==> src/rtl/decoder_onehot_seq_pkg.sv <==
// Shared encodings for the one-hot decoder sequencer: operating modes and FSM states.
package decoder_onehot_seq_pkg;

   localparam logic [1:0] MODE_DECODE = 2'b00;
   localparam logic [1:0] MODE_ACCUM  = 2'b01;
   localparam logic [1:0] MODE_SCAN   = 2'b10;
   localparam logic [1:0] MODE_RSVD   = 2'b11;

   typedef enum logic {
      IDLE = 1'b0,
      SCAN = 1'b1
   } state_t;

endpackage

==> src/rtl/decoder_onehot_seq_onehot_dec.sv <==
// Combinational index-to-one-hot converter; output bit sel is the only bit set.
module onehot_dec #(
   parameter  int SEL_W = 3,
   localparam int OUT_W = 2**SEL_W
) (
   input  logic [SEL_W-1:0] sel,
   output logic [OUT_W-1:0] onehot
);

   assign onehot = OUT_W'(1) << sel;

endmodule

==> src/rtl/decoder_onehot_seq.sv <==
// Registered one-hot decoder with DECODE, ACCUM (sticky mask) and SCAN (walking one up to k) modes,
// valid/ready on both sides.
module decoder_onehot_seq
   import decoder_onehot_seq_pkg::*;
#(
   parameter  int SEL_W = 3,
   localparam int OUT_W = 2**SEL_W
) (
   input  logic             clk,
   input  logic             rst_n,
   input  logic             en,
   input  logic [1:0]       mode,
   input  logic             clr,
   input  logic             in_valid,
   output logic             in_ready,
   input  logic [SEL_W-1:0] in_sel,
   output logic [OUT_W-1:0] out,
   output logic             out_valid,
   input  logic             out_ready,
   output logic             busy
);

   state_t           state, state_nxt;
   logic [SEL_W-1:0] scan_cnt, scan_cnt_nxt;
   logic [SEL_W-1:0] scan_last, scan_last_nxt;
   logic [SEL_W-1:0] scan_inc;
   logic [OUT_W-1:0] mask, mask_nxt;
   logic [OUT_W-1:0] out_nxt;
   logic             out_valid_nxt;
   logic [OUT_W-1:0] sel_hot, scan_hot;
   logic             accept, out_xfer;

   onehot_dec #(.SEL_W(SEL_W)) u_sel_dec (
      .sel    (in_sel),
      .onehot (sel_hot)
   );

   // scan_cnt indexes the word on out; decode the next index ahead of the transfer
   assign scan_inc = scan_cnt + SEL_W'(1);

   onehot_dec #(.SEL_W(SEL_W)) u_scan_dec (
      .sel    (scan_inc),
      .onehot (scan_hot)
   );

   assign busy     = (state == SCAN);
   assign in_ready = rst_n & en & ~busy & (~out_valid | out_ready);
   assign accept   = in_valid & in_ready;
   assign out_xfer = out_valid & out_ready;

   always_comb begin
      state_nxt     = state;
      scan_cnt_nxt  = scan_cnt;
      scan_last_nxt = scan_last;
      out_nxt       = out;
      out_valid_nxt = out_valid;
      mask_nxt      = clr ? '0 : mask;

      if (!en) begin
         state_nxt     = IDLE;
         scan_cnt_nxt  = '0;
         out_nxt       = '0;
         out_valid_nxt = 1'b0;
      end else if (state == SCAN) begin
         if (out_xfer) begin
            if (scan_cnt == scan_last) begin
               state_nxt     = IDLE;
               scan_cnt_nxt  = '0;
               out_valid_nxt = 1'b0;
            end else begin
               scan_cnt_nxt = scan_inc;
               out_nxt      = scan_hot;
            end
         end
      end else if (accept) begin
         out_valid_nxt = 1'b1;
         case (mode)
            MODE_ACCUM: begin
               // clear (if requested) has already been folded into mask_nxt
               mask_nxt = mask_nxt | sel_hot;
               out_nxt  = mask_nxt;
            end
            MODE_SCAN: begin
               out_nxt       = OUT_W'(1);
               scan_cnt_nxt  = '0;
               scan_last_nxt = in_sel;
               if (in_sel != '0) state_nxt = SCAN;
            end
            default: out_nxt = sel_hot;
         endcase
      end else if (out_xfer) begin
         out_valid_nxt = 1'b0;
      end
   end

   always_ff @(posedge clk or negedge rst_n) begin
      if (!rst_n) begin
         state     <= IDLE;
         scan_cnt  <= '0;
         scan_last <= '0;
         mask      <= '0;
         out       <= '0;
         out_valid <= 1'b0;
      end else begin
         state     <= state_nxt;
         scan_cnt  <= scan_cnt_nxt;
         scan_last <= scan_last_nxt;
         mask      <= mask_nxt;
         out       <= out_nxt;
         out_valid <= out_valid_nxt;
      end
   end

endmodule

==> config.mk <==
export PLATFORM = sky130hd
export DESIGN_NAME = decoder_onehot_seq
export DESIGN_NICKNAME = d
export VERILOG_FILES = /design/src/rtl/decoder_onehot_seq_pkg.sv /design/src/rtl/decoder_onehot_seq_onehot_dec.sv /design/src/rtl/decoder_onehot_seq.sv
export SDC_FILE = /design/constraint.sdc
export NUM_CORES = 1
export LEC_CHECK = 0
export BUFFER_PORTS_ARGS = -buffer_cell sky130_fd_sc_hd__buf_2
export CORE_MARGIN = 1.5
export CORE_UTILIZATION = 60
export CTS_CLUSTER_DIAMETER = 200
export DETAILED_ROUTE_END_ITERATION = 7
export GPL_TIMING_DRIVEN = 0
export PLACE_DENSITY = 0.84
export SLEW_MARGIN = 20
export SYNTH_ARGS = -nofsm -noshare
export SYNTH_HDL_FRONTEND = slang
export SYNTH_SLANG_ARGS = --single-unit
==> constraint.sdc <==
create_clock -name clk -period 2.7 [get_ports clk]
set_input_delay 0.135 -clock clk [delete_from_list [all_inputs] [get_ports clk]]
set_output_delay 0.135 -clock clk [all_outputs]
set_load 0.02 [all_outputs]
Yosys cells after proc, flatten, opt, wreduce, memory -nomap -nowiden
Cells that the tools add are included.

Add/sub/neg operators: 1. Multipliers: 0. Shift-type cells: 2. Muxes and demuxes: 30. $lt $le $gt $ge: 0. Divide/modulo/power cells: 0. Bitwise logic cells: 9. Equal/unequal tests: 9. Reduce and logical (&&, ||, !) cells: 5.

Operators with widths (count): $mux 8 (10); $mux 3 (6); $pmux 8 s2 (1); $shl 1x3->8 const A (2); $mux 1 (13); $ne 3x1->1 const B (3); $reduce_and 3->1 (3); $or 8x8->8 (1); $ne 3x2->1 const B (2); $and 1x1->1 (5); $reduce_and 4->1 (1); $add 3x1->3 const B (1); $eq 3x3->1 (1); $ne 3x3->1 const B (1); $reduce_bool 3->1 (1); $eq 2x1->1 const B (1); $eq 2x2->1 const B (1); $not 1->1 (2); $or 1x1->1 (1).

Memories kept: 0. Logic and storage cells: 62. Register bits after elaboration: 24. Output and inout port bits: 11. ROM bits: 0. Latch bits: 0. Input bits: 11. Bits in writable memories: 0.

Longest topological paths before layout
Depth after elaboration: 7. Depth in mapped cells: 6. Depth with buffers taken out: 6.

By module
Synthesis repeated with hierarchy kept, for this count alone.

Cells, all modules: 134. Area, all modules: 1417.6 sq um.

By module, submodules not included: decoder_onehot_seq (area each 1287.5 sq um, cells each 118, seq. area each 600.6 sq um, times used 1); onehot_dec (area each 65.1 sq um, cells each 8, seq. area each 0.0 sq um, times used 2).

Worst setup path before layout
No wires, ideal clock.

Path type: flip-flop to flip-flop. From: register scan_cnt[0]. To: register out[0]. Clock period less this slack: 1548 ps. Slack: 1152 ps. Data required time: 2575 ps. Library setup time: 125 ps. Arrival time: 1423 ps. Stages on the path, launching flop included: 6. Path buffers: 1. Cell sequence: dfrtp_1 xnor2_1 and3_1 o221a_1 buf_6 mux2_4.

Word-level cells in the longest chain between the ends: 6. Elaborated cells on any way between the ends: 9. Those cells by class: add/sub: 1; eq/ne: 2; shift: 1; mux: 4; reduce/logical: 1.

Ends and longest elaborated chain: start: declaration (line decoder_onehot_seq.sv:24) `logic [SEL_W-1:0] scan_cnt, scan_cnt_nxt;`; start signal: assignment (line decoder_onehot_seq.sv:106) `scan_cnt <= scan_cnt_nxt;`; $add 3x1->3 (line decoder_onehot_seq.sv:39) `assign scan_inc = scan_cnt + SEL_W'(1);`; $shl 1x3->8 (line decoder_onehot_seq_onehot_dec.sv:10) `assign onehot = OUT_W'(1) << sel;`; $mux 8 (line decoder_onehot_seq.sv:66) `if (scan_cnt == scan_last) begin`; $mux 8 (line decoder_onehot_seq.sv:65) `if (out_xfer) begin`; $mux 8 (line decoder_onehot_seq.sv:64) `end else if (state == SCAN) begin`; $mux 8 (line decoder_onehot_seq.sv:59) `if (!en) begin`; end signal: assignment (line decoder_onehot_seq.sv:109) `out <= out_nxt;`; end: declaration (line decoder_onehot_seq.sv:17) `output logic [OUT_W-1:0] out,`.

Parallel ways exist; a longest one is shown, timed or not. The select of a mux whose other input is x is not followed. A chain may end at the register's enable or synchronous reset.

Worst setup path after layout
From: input port rst_n. To: register out[3].

Word-level cells in the longest chain between the ends: 6.

Ends and longest elaborated chain: start: declaration (line decoder_onehot_seq.sv:10) `input logic rst_n,`; $and 1x1->1 (3 in series) (line decoder_onehot_seq.sv:47) `assign in_ready = rst_n & en & ~busy & (~out_valid | out_ready);`; $and 1x1->1 (line decoder_onehot_seq.sv:48) `assign accept = in_valid & in_ready;`; $ne 3x1->1 (no line); $reduce_and 3->1 (no line).

Every way passes these cells.

==> metrics.csv <==
metric,value,unit
Ports,22,
vias in the first global route,1052,
port bufs,19,
HP Class,primary input to register,
full die area,2632,µm²
worst-path fanout max,26,
clk sink count,24,
share of cells above drive strength 1,21.60,%
Synth Area per Inst,10.15,µm²
synth warn,0,
power per cell area,447.1,nW/µm²
CTS tree,done,
"most common cell after layout, fill and taps aside",dfrtp_1,
htree depth,1,
Lkg Pwr,0.7676,nW
top-area cell type share of the netlist area,42.90,%
Initial Util,63.29,%
core footprint,2212,µm²
syn_nets,156,
Syn Inst Count,138,
gr usage total,24.55,%
ANT cells,0,
Vias/cell,6.032,
Post-DRT Antenna Nets,0,
RD Place Congestion,0.8275,
Post-synth EDFFs,0,
worst-case clock buffer depth,2,
fin crit share,71.88,%
Die Span Y,51.31,µm
fin crit period,1.941,ns
worst hold start,in_sel[0],
DRT Pass-1 Iters,4,
fill count,180,
initial DRC count,25,
Crit. End Element,register,
final hold vios,0,
setup TNS,0,ns
maximum clock rate,515.3,MHz
run status,"complete, no violations",
Avg WL per Cell,15.72,µm
max cap viols,0,
Worst setup SP type,primary input,
Hold EP,mask[4],
post-synth top area cell,dfrtp_1,
first-pass GRT wire length,4781,µm
gr ovfl total,0,
initial antenna violation count,0,
synthesized flop and latch total,24,
hold path depth,2,
largest net degree at the start of global routing,27,
Nets,181,
"Setup Fix Bufs, Post-CTS",0,
Setup Slack @ Placement,0.9310,ns
CP Class,primary input to register,
critical path arrival,2.15,ns
# DRC,0,
via count,1146,
Rel. slew slack,63.57,%
"Seq/Total Area, Yosys",42.90,%
R2R cell count,5,
detailed-placement wirelength estimate,2306,µm
Synth Flop Type,dfrtp_1,
width of the chip,51.31,µm
Mapped Area,1400,µm²
most frequent cells in the layout,"24 x dfrtp_1, 20 x buf_2, 15 x inv_1",
synth unique cells,32,
Pins Over Slew Limit,0,
Max VDD drop,0.3484,mV
Reg2Reg Setup Slack,0.96,ns
actual slew at the worst max-slew pin,0.5464,ns
CTS Buf Count,3,
final wirelength,2987,µm
reg2reg end,out[3],
worst setup margin,0.7593,ns
Worst EP required,2.91,ns
skew final,0.002667,ns
clock latency on the worst-skew pair,0.31,ns
Post-synth ARST share,100.0,%
P&R area growth vs syn,12.60,%
Worst R2R Start,scan_cnt[0],
# setup viols final,0,
Core Rows,17,
RSZ-0062 raised after global routing,no,
Synth area leaders,"dfrtp_1 43%, mux2_4 8.6%, ha_1 6.3%, o22ai_1 6.3%, inv_1 4.0%",
clk root buf,clkbuf_4,
CTS clock-pin slew for the worst setup and hold paths,0.13,ns
sequential cells by signal, indices dropped and copies added (netlist names):
| signal | cells |
|---|---|
| mask | 8 |
| out | 8 |
| scan_cnt | 3 |
| scan_last | 3 |
| busy | 1 |
| out_valid | 1 |
where the power goes:
| part | leakage [nW] | total [W] | internal [W] | switching [W] |
|---|---|---|---|---|
| Clock | 0.0210 | 0.000190 | 0.0000824 | 0.000108 |
| Sequential | 0.329 | 0.000386 | 0.000375 | 0.0000107 |
| Combinational | 0.417 | 0.000129 | 0.0000533 | 0.0000757 |
critical path: stages:
cell and delay, ns:
dlygate4sd3_1 0.52, buf_2 0.46, and2_1 0.27, nand2_1 0.07, o221a_1 0.25, buf_6 0.15
mux2_4 0.30
Yosys cell counts (2+ instances only):
cell       number
mux2_4          8
nor2_1          2
nand3_1         9
o21ai_0         5
xnor2_1         4
nand2b_1        5
o31ai_1         3
nand2_1         9
a32oi_1         2
inv_1          15
a2bb2oi_1       5
nor2b_1         3
mux2i_1         2
dfrtp_1        24
ha_1            7
o22ai_1        14
nand4_1         2
clkbuf_1        3
and3_1          3
worst max-delay path by stage:
stage,startpoint,endpoint,slack [ns]
global route,rst_n,out[7],0.61
CTS,rst_n,out[3],0.73
floorplan,scan_cnt[0],out[0],1.15
finish,rst_n,out[3],0.76
detailed placement,rst_n,out[3],0.93
global placement,rst_n,out[2],0.94
cell families (layout without fill, tap and decap cells):
group | count (synthesis) | after routing | share of synthesized area [%]
AO/OA/AOI/OAI | 36 | 36 | 18.32
AND/OR/NAND/NOR | 36 | 36 | 13.40
flip-flops | 24 | 24 | 42.90
buffers and inverters | 20 | 44 | 5.987
multiplexers | 10 | 10 | 10.01
adder cells (fa/ha/maj) | 7 | 7 | 6.255
XOR/XNOR | 5 | 5 | 3.128
stage by stage:
step,utilization (%),hold WS (ns),cell area (µm²),total power (W),instances
2_1_floorplan,-,-0.1606,1400,0.0004790,138
3_5_place_dp,69.17,0.1474,1530,0.0005197,185
3_3_place_gp,69.17,0.1449,1530,0.0005143,185
6_report,71.27,0.1013,1577,0.0007049,190
5_1_grt,71.27,0.09880,1577,0.0007344,190
4_1_cts,71.27,0.09510,1577,0.0007063,190
metal layers:
layer  vias to the layer above  global-route usage (%)  part of all wire, %
li1                        548                       -                    -
met1                       548                   32.31                   43
met2                        45                   41.34                   50
met3                         5                   4.678                  5.3
met4                         0                   7.018                 0.80
met5                         -                       0                    0
timing repair:
action | 4_1_cts | 5_1_grt
resized for setup | 0 | 0
hold buffers | 1 | 0
endpoints found under the hold margin | 24 | 0
cell type report:
type / instances / area [µm²] / area share (%)
multi-input cells: 94 / 715.7 / 45.40
repair buffers: 20 / 105.1 / 6.667
plain buffers: 5 / 27.53 / 1.746
clock buffers: 4 / 36.28 / 2.302
inverters: 15 / 56.30 / 3.571
flip-flops and latches: 24 / 600.6 / 38.10
well taps: 28 / 35.03 / 2.222
No activity file was read; power rests on OpenSTA's default activity.
